$ cat config.mk
export PLATFORM = sky130hd
export DESIGN_NAME = con_reply_route
export DESIGN_NICKNAME = d
export VERILOG_FILES = /design/src/rtl/con_reply_route.sv
export SDC_FILE = /design/constraint.sdc
export NUM_CORES = 1
export LEC_CHECK = 0
export CORE_MARGIN = 5
export CORE_UTILIZATION = 55
export DETAILED_ROUTE_END_ITERATION = 16
export PLACE_DENSITY = 0.75
export SLEW_MARGIN = 20
export SYNTH_ARGS = -nofsm -noshare
export SYNTH_HDL_FRONTEND = slang
export SYNTH_SLANG_ARGS = --single-unit
$ cat constraint.sdc
create_clock -name clk -period 6.35 [get_ports clk]
set_input_delay 0.9525 -clock clk [delete_from_list [all_inputs] [get_ports clk]]
set_output_delay 0.9525 -clock clk [all_outputs]
set_load 0.005 [all_outputs]
$ cat src/rtl/con_reply_route.sv
// con_reply_route: fixed-latency pass-through plus masked, length-limited packet replay.
module con_reply_route #(
  parameter int DW        = 8,
  parameter int DLY       = 13,
  parameter int NCH       = 4,
  parameter int MAXLEN    = 256,
  parameter int STRIP_HDR = 0
) (
  input  logic          clk,
  input  logic          rst,
  input  logic [DW-1:0] con_din,
  input  logic          con_din_en,
  output logic [DW-1:0] con_dout,
  output logic          con_dout_en,
  output logic [DW-1:0] replay_dout,
  output logic [NCH-1:0] replay_dout_en,
  output logic [15:0]   pkt_cnt,
  output logic          err_long
);
  logic [DW:0]    dly_q [DLY];
  logic           prev_en_q;
  logic [NCH-1:0] mask_q, mask_d, cur_mask;
  logic [15:0]    cnt_q, cnt_d, pkt_q, pkt_d;
  logic           errd_q, errd_d;
  logic [DW-1:0]  s1_dat_q, s1_dat_d, s2_dat_q;
  logic [NCH-1:0] s1_en_q, s1_en_d, s2_en_q;
  logic           s1_err_q, s1_err_d, s2_err_q;
  logic           start, pkt_end, elig, room;
  assign start    = con_din_en & ~prev_en_q;
  assign pkt_end  = ~con_din_en & prev_en_q;
  // The header byte itself already uses the mask it carries.
  assign cur_mask = start ? con_din[NCH-1:0] : mask_q;
  assign elig     = con_din_en && (|cur_mask) && !(start && STRIP_HDR != 0);
  assign room     = cnt_q < 16'(MAXLEN);
  always_comb begin
    mask_d   = pkt_end ? '0 : cur_mask;
    cnt_d    = pkt_end ? '0 : cnt_q + 16'(elig && room);
    errd_d   = pkt_end ? 1'b0 : errd_q | (elig & ~room);
    s1_en_d  = (elig && room) ? cur_mask : '0;
    s1_dat_d = (elig && room) ? con_din : '0;
    s1_err_d = elig & ~room & ~errd_q;
    pkt_d    = pkt_q + 16'(pkt_end && cnt_q != 16'd0);
  end
  // prev_en resets high so a packet already running at release is ignored.
  always_ff @(posedge clk or negedge rst)
    if (!rst) begin
      for (int i = 0; i < DLY; i++) dly_q[i] <= '0;
      prev_en_q <= 1'b1;
      mask_q    <= '0;
      cnt_q     <= '0;
      errd_q    <= 1'b0;
      pkt_q     <= '0;
      s1_dat_q  <= '0;
      s1_en_q   <= '0;
      s1_err_q  <= 1'b0;
      s2_dat_q  <= '0;
      s2_en_q   <= '0;
      s2_err_q  <= 1'b0;
    end else begin
      dly_q[0] <= {con_din_en, con_din};
      for (int i = 1; i < DLY; i++) dly_q[i] <= dly_q[i-1];
      prev_en_q <= con_din_en;
      mask_q    <= mask_d;
      cnt_q     <= cnt_d;
      errd_q    <= errd_d;
      pkt_q     <= pkt_d;
      s1_dat_q  <= s1_dat_d;
      s1_en_q   <= s1_en_d;
      s1_err_q  <= s1_err_d;
      s2_dat_q  <= s1_dat_q;
      s2_en_q   <= s1_en_q;
      s2_err_q  <= s1_err_q;
    end
  assign {con_dout_en, con_dout} = dly_q[DLY-1];
  assign replay_dout    = s2_dat_q;
  assign replay_dout_en = s2_en_q;
  assign pkt_cnt        = pkt_q;
  assign err_long       = s2_err_q;
endmodule

==> metrics.txt, run 1 <==
status finished, final reports clean; vias per cell 4.99; CP startpoint kind input port; H-tree Lvls 4; Area Growth Syn to Fin 20.3%; post-place setup slack 2.80 ns; Placeable Area 0.00986 mm²; Die ar. 0.0123 mm²; FF-to-FF path depth 9; Synth Cell Area 0.00561 mm²; slew margin rel. 0.397; RD Place Congestion 0.872; Crit. End Element flip-flop; via count 2669; clock-pin slew on the worst setup and hold paths 0.08 ns; Buffers on Ports 48; Die W 111 µm; Nets 404; Pwr Density 355 mW/mm²; Routed WL per cell 15.4 µm; Tmin final 3.15 ns; FP Rows 36; f_max 318 MHz; top cell type by total area after synthesis dfrtp_1; Worst Path Buf+Inv 2; global-route wire length before repair 14400 µm; ANT nets after route 0; post-synthesis register bit count 181; cts repair resizes 0; Leak 0.00309 µW; final cycle utilization of the critical path 0.496; Avg Inst Size Synth 16.7 µm²; Fin. Hold Viols 0; setup_tns 0 ns; crit path max-delay cell type clkdlybuf4s50_1; yosys warns 0; asr flop ratio synth 1.00; Critical Path Sink cnt_q[12]$_DFF_PN0_; 1st-iter DRT viols 142; fillers 614; Global Route Usage Sum 0.148; postcts setup bufs 0; fin. max-slew vios 0; cts bufs inserted 17; required time worst endpoint 6.76 ns; global route overflow 0; Mapped Cells 335; Clk Latency, worst-skew pair 0.52 ns; Arr. time, crit path 3.56 ns; reg-to-reg endpoint cnt_q[12]$_DFF_PN0_; Post-synth top flop dfrtp_1; delay-heaviest family, CP simple AND/OR/NAND/NOR gates; Max Buffers Root-to-Sink 2; DP HPWL 4640 µm; Peak supply drop 0.244 mV; Post-synth EDFFs 0; Sink Count 181; cells along the critical path clkdlybuf4s50_1, o21ai_2, or3_4, inv_1, ha_1, and4_1, nand4_1, or3_1, a21oi_1; Worst Path Max Fanout 11; critical path depth in cells 9; largest cells by area after synthesis dfrtp_1 80%, xor2_1 2.2%, xnor2_1 1.6%, nor2_1 1.5%, buf_4 1.2%; top-area cell type share of the netlist area 0.803; ANT cells 0; Max-cap violations 0; worst r2r src cnt_q[13]$_DFF_PN0_; Final setup viols 0; Residual DRC 0; reg-to-reg setup timing slack 3.46 ns; Yosys cell types 42; Tot Pwr 2400 µW; drt pass-1 iters 4; HP Class reg2reg; routed wire length 8220 µm; TritonCTS clock tree done; Worst-Margin Slew 0.905 ns; Setup Skew 0.00955 ns; worst setup path start con_din_en; RSZ-0062 raised after global routing no; Synth Net Count 350; vias in the first global route 2837; WS Path Type in2reg; Initial Util 0.569; crit-path max cell delay 0.70 ns; share of cells above drive strength 1 0.119; Die Span Y 111 µm; largest net degree at the start of global routing 126; antenna violations before repair 0; setup ws final 3.20 ns; share of the yosys chip area belonging to registers 0.808; I/O pins 49; hold buffer count at CTS 0; Root Driver clkbuf_8
==> how the worst min path moves through the flow <==
stage	to	startpoint	cells past startpoint	slack (ns)
after floorplan	con_dout[0]$_DFF_PN0_	dly_q[9]$_DFF_PN0_	0	0.33
after CTS	dly_q[33]$_DFF_PN0_	dly_q[42]$_DFF_PN0_	0	0.35
after global placement	dly_q[95]$_DFF_PN0_	dly_q[104]$_DFF_PN0_	0	0.33
after detailed placement	dly_q[15]$_DFF_PN0_	dly_q[24]$_DFF_PN0_	0	0.33
final	con_dout[7]$_DFF_PN0_	dly_q[16]$_DFF_PN0_	0	0.35
after global routing	dly_q[33]$_DFF_PN0_	dly_q[42]$_DFF_PN0_	0	0.35
==> cell usage after synthesis (3+ instances only) <==
cell type,n
dfrtp_1,180
nor2_1,22
xor2_1,14
and2_1,10
xnor2_1,10
buf_4,9
nand2_1,9
nand3_1,8
nand4_1,8
a22o_1,5
a21oi_1,4
ha_1,4
mux2_2,4
mux2i_1,4
o21ai_0,4
or3_1,4
and4_1,3
inv_1,3
==> kinds of logic (layout without fill, tap and decap cells) <==
kind of cell / Yosys count / in the layout / share of synthesized area
adders and majority gates: 4 / 4 / 0.00892
buffers and inverters: 17 / 84 / 0.0190
xor gates and xnor gates: 24 / 24 / 0.0375
and+or+nand+nor: 85 / 85 / 0.0926
muxes: 8 / 8 / 0.0152
AOI/OAI and AO/OA: 16 / 16 / 0.0194
DFF: 181 / 181 / 0.808
==> registers in the layout (all words and copies together), names as in the netlist, 4 cells and up <==
| signal | count |
|---|---|
| replay_dout | 8 |
| cnt_q | 16 |
| replay_dout_en | 4 |
| mask_q | 4 |
| s1_en_q | 4 |
| dly_q | 108 |
| s1_dat_q | 8 |
| con_dout | 8 |
| pkt_cnt | 16 |
==> routing by layer <==
| metal | wire length, µm | global-route usage |
|---|---|---|
| met4 | 148 | 0.0673 |
| met5 | 0 | 0 |
| met2 | 4250 | 0.235 |
| met3 | 378 | 0.0393 |
| met1 | 3440 | 0.193 |
==> per-stage QoR <==
stage,cells,util,hold slack (ns),instance area [µm²]
after CTS,535,0.684,0.346,6750
final,535,0.684,0.347,6750
after global placement,503,0.626,0.331,6170
after floorplan,335,-,0.331,5610
after detailed placement,503,0.626,0.335,6170
after global routing,535,0.684,0.349,6750
==> area by class of cell <==
type	instances	area, µm²	area share
flip-flops and latches	181	4530	0.671
clock buffers	18	418	0.0619
inverters	3	11.3	0.00167
well taps	133	166	0.0247
clock inverters	14	156	0.0232
multi-input cells	137	976	0.145
repair buffers	49	492	0.0728
==> cells in the final DEF, fill, tap and decap left out, drive strengths merged, types with 3 or more instances in the layout <==
| master | synthesis | layout |
|---|---|---|
| dfrtp | 180 | 180 |
| nor3 | 3 | 3 |
| mux2i | 4 | 4 |
| nor2 | 22 | 22 |
| inv | 3 | 10 |
| nand2 | 10 | 10 |
| clkinv | 0 | 6 |
| xnor2 | 10 | 10 |
| a21oi | 4 | 4 |
| ha | 4 | 4 |
| a22o | 5 | 5 |
| nand3 | 8 | 8 |
| nor4 | 4 | 4 |
| xor2 | 14 | 14 |
| clkdlybuf4s50 | 0 | 47 |
| mux2 | 4 | 4 |
| o21ai | 5 | 5 |
| clkbuf | 2 | 19 |
| nand4 | 9 | 9 |
| or3 | 5 | 5 |
| and2 | 10 | 10 |
| and4 | 4 | 4 |
==> where the power goes <==
group / leakage [µW] / internal, µW / switching (µW)
Sequential: 0.00222 / 1230 / 49.5
Clock: 0.000278 / 509 / 471
Combinational: 0.000589 / 76.4 / 64.9
Total: 0.00309 / 1810 / 586
(Power assumes the default switching activity.)
==> run 2, diff against run 1 <==
==> constraint.sdc (replaced) <==
create_clock -name clk -period 3.1 [get_ports clk]
set_input_delay 0.465 -clock clk [delete_from_list [all_inputs] [get_ports clk]]
set_output_delay 0.465 -clock clk [all_outputs]
set_load 0.005 [all_outputs]
==> metrics.txt, run 2 (synthesis gave the netlist of run 1 again) <==
HP Class reg2reg; Fin Hold WS 0.346 ns; CP startpoint kind flip-flop; required time worst endpoint 3.55 ns; f_max 364 MHz; FP Rows 36; ANT nets after route 0; drt pass-1 iters 4; Global Route Usage Sum 0.151; global-route wire length before repair 14400 µm; Crit. End Element flip-flop; global route overflow 0; Fin. Hold Viols 0; Clk Latency, worst-skew pair 0.51 ns; share of cells above drive strength 1 0.125; max reg flops 108; Max-cap violations 0; Peak supply drop 0.535 mV; antenna violations before repair 0; largest net degree at the start of global routing 79; postcts setup bufs 0; Placeable Area 0.00986 mm²; cts bufs inserted 17; RSZ-0062 raised after global routing no; Worst Path Max Fanout 5; Routed WL per cell 15.2 µm; Tmin final 2.74 ns; Die Span Y 111 µm; Worst-Margin Slew 0.681 ns; commonest non-fill, non-tap cell in the layout dfrtp_1; clock-pin slew on the worst setup and hold paths 0.06 ns; slew margin rel. 0.546; Leak 0.00315 µW; Nets 410; Max Buffers Root-to-Sink 2; fillers 612; Root Driver clkbuf_8; H-tree Lvls 4; RD Place Congestion 0.845; Final setup viols 0; Residual DRC 0; TritonCTS clock tree done; via count 2683; Sink Count 181; status finished, final reports clean; commonest cells after routing, fill and taps aside 180 x dfrtp_1, 47 x clkdlybuf4s50_1, 22 x nor2_1; WS Path Type reg2reg; Setup Skew 0.00553 ns; final cycle utilization of the critical path 0.885; Initial Util 0.569; I/O pins 49; Die W 111 µm; Die ar. 0.0123 mm²; Pwr Density 755 mW/mm²; fin. max-slew vios 0; vias per cell 4.97; Arr. time, crit path 3.19 ns; DP HPWL 4940 µm; Buffers on Ports 48; ANT cells 0; vias in the first global route 2908; routed wire length 8200 µm; setup_tns 0 ns; Largest Register dly_q; 1st-iter DRT viols 124; Area Growth Syn to Fin 22.2%
[run 2: changes by cell type in the layout (fill, tap and decap cells not counted), sizes merged]
cell,previous run,this run
inv,10,7
clkbuf,19,18
bufinv,0,5
buf,1,7
clkinv,6,4
dlygate4sd3,0,1
clkinvlp,1,0
[run 2: worst paths after layout]
kind                                    start              endpoint  slack, ns  cells after the start
setup / recovery           cnt_q[8]$_DFF_PN0_   cnt_q[10]$_DFF_PN0_       0.36                      9
hold reg to reg            s1_err_q$_DFF_PN0_    err_long$_DFF_PN0_       0.35                      0
hold / removal             s1_err_q$_DFF_PN0_    err_long$_DFF_PN0_       0.35                      0
min in group asynchronous                 rst  dly_q[114]$_DFF_PN0_       0.52                      2
max in group asynchronous                 rst   prev_en_q$_DFF_PN1_       1.71                      3
setup reg to reg           cnt_q[8]$_DFF_PN0_   cnt_q[10]$_DFF_PN0_       0.36                      9
[run 2: cell type report]
| class | instances | area, µm² | area share |
|---|---|---|---|
| clock buffer | 18 | 418 | 0.0609 |
| clock inverter | 13 | 221 | 0.0323 |
| sequential | 181 | 4530 | 0.661 |
| tap | 133 | 166 | 0.0243 |
| multi-input combinational | 137 | 973 | 0.142 |
| timing repair buffer | 55 | 537 | 0.0783 |
| inverter | 3 | 11.3 | 0.00164 |
[run 2: routing by layer]
layer | GRT usage | share of wire
met5 | 0 | 0
met3 | 0.0579 | 0.048
met1 | 0.183 | 0.41
met2 | 0.246 | 0.52
met4 | 0.0624 | 0.017
[run 2: power by group]
part           switching (µW)  internal [µW]
Clock                     870           1400
Sequential               96.9           2510
Combinational             132            160
Total                    1100           4080
[run 2: through the flow]
| step | setup WS, ns | utilization | power [µW] | cell area (µm²) | instances |
|---|---|---|---|---|---|
| 5_1_grt | 0.187 | 0.695 | 5390 | 6860 | 540 |
| 6_report | 0.356 | 0.695 | 5180 | 6860 | 540 |
| 4_1_cts | 0.352 | 0.695 | 5240 | 6860 | 540 |
| 3_3_place_gp | 0.273 | 0.629 | 2930 | 6210 | 508 |
| 2_1_floorplan | 0.684 | - | 2750 | 5610 | 335 |
| 3_5_place_dp | 0.191 | 0.629 | 2950 | 6210 | 508 |
[run 2: worst max-delay path: stages, from the launching register on]
cell,delay (ns)
dfrtp_1,0.46
nor4_4,0.35
nand2_2,0.15
or3_4,0.44
inv_1,0.09
ha_1,0.16
and4_1,0.30
nand3_1,0.18
or4_1,0.44
nand2_1,0.10
[run 2: timing repair]
action / 4_1_cts / 5_1_grt
endpoints found under the hold margin: 74 / 0
hold buffers: 1 / 0
gates resized for setup: 0 / 0
endpoints found under the setup margin: 0 / 0
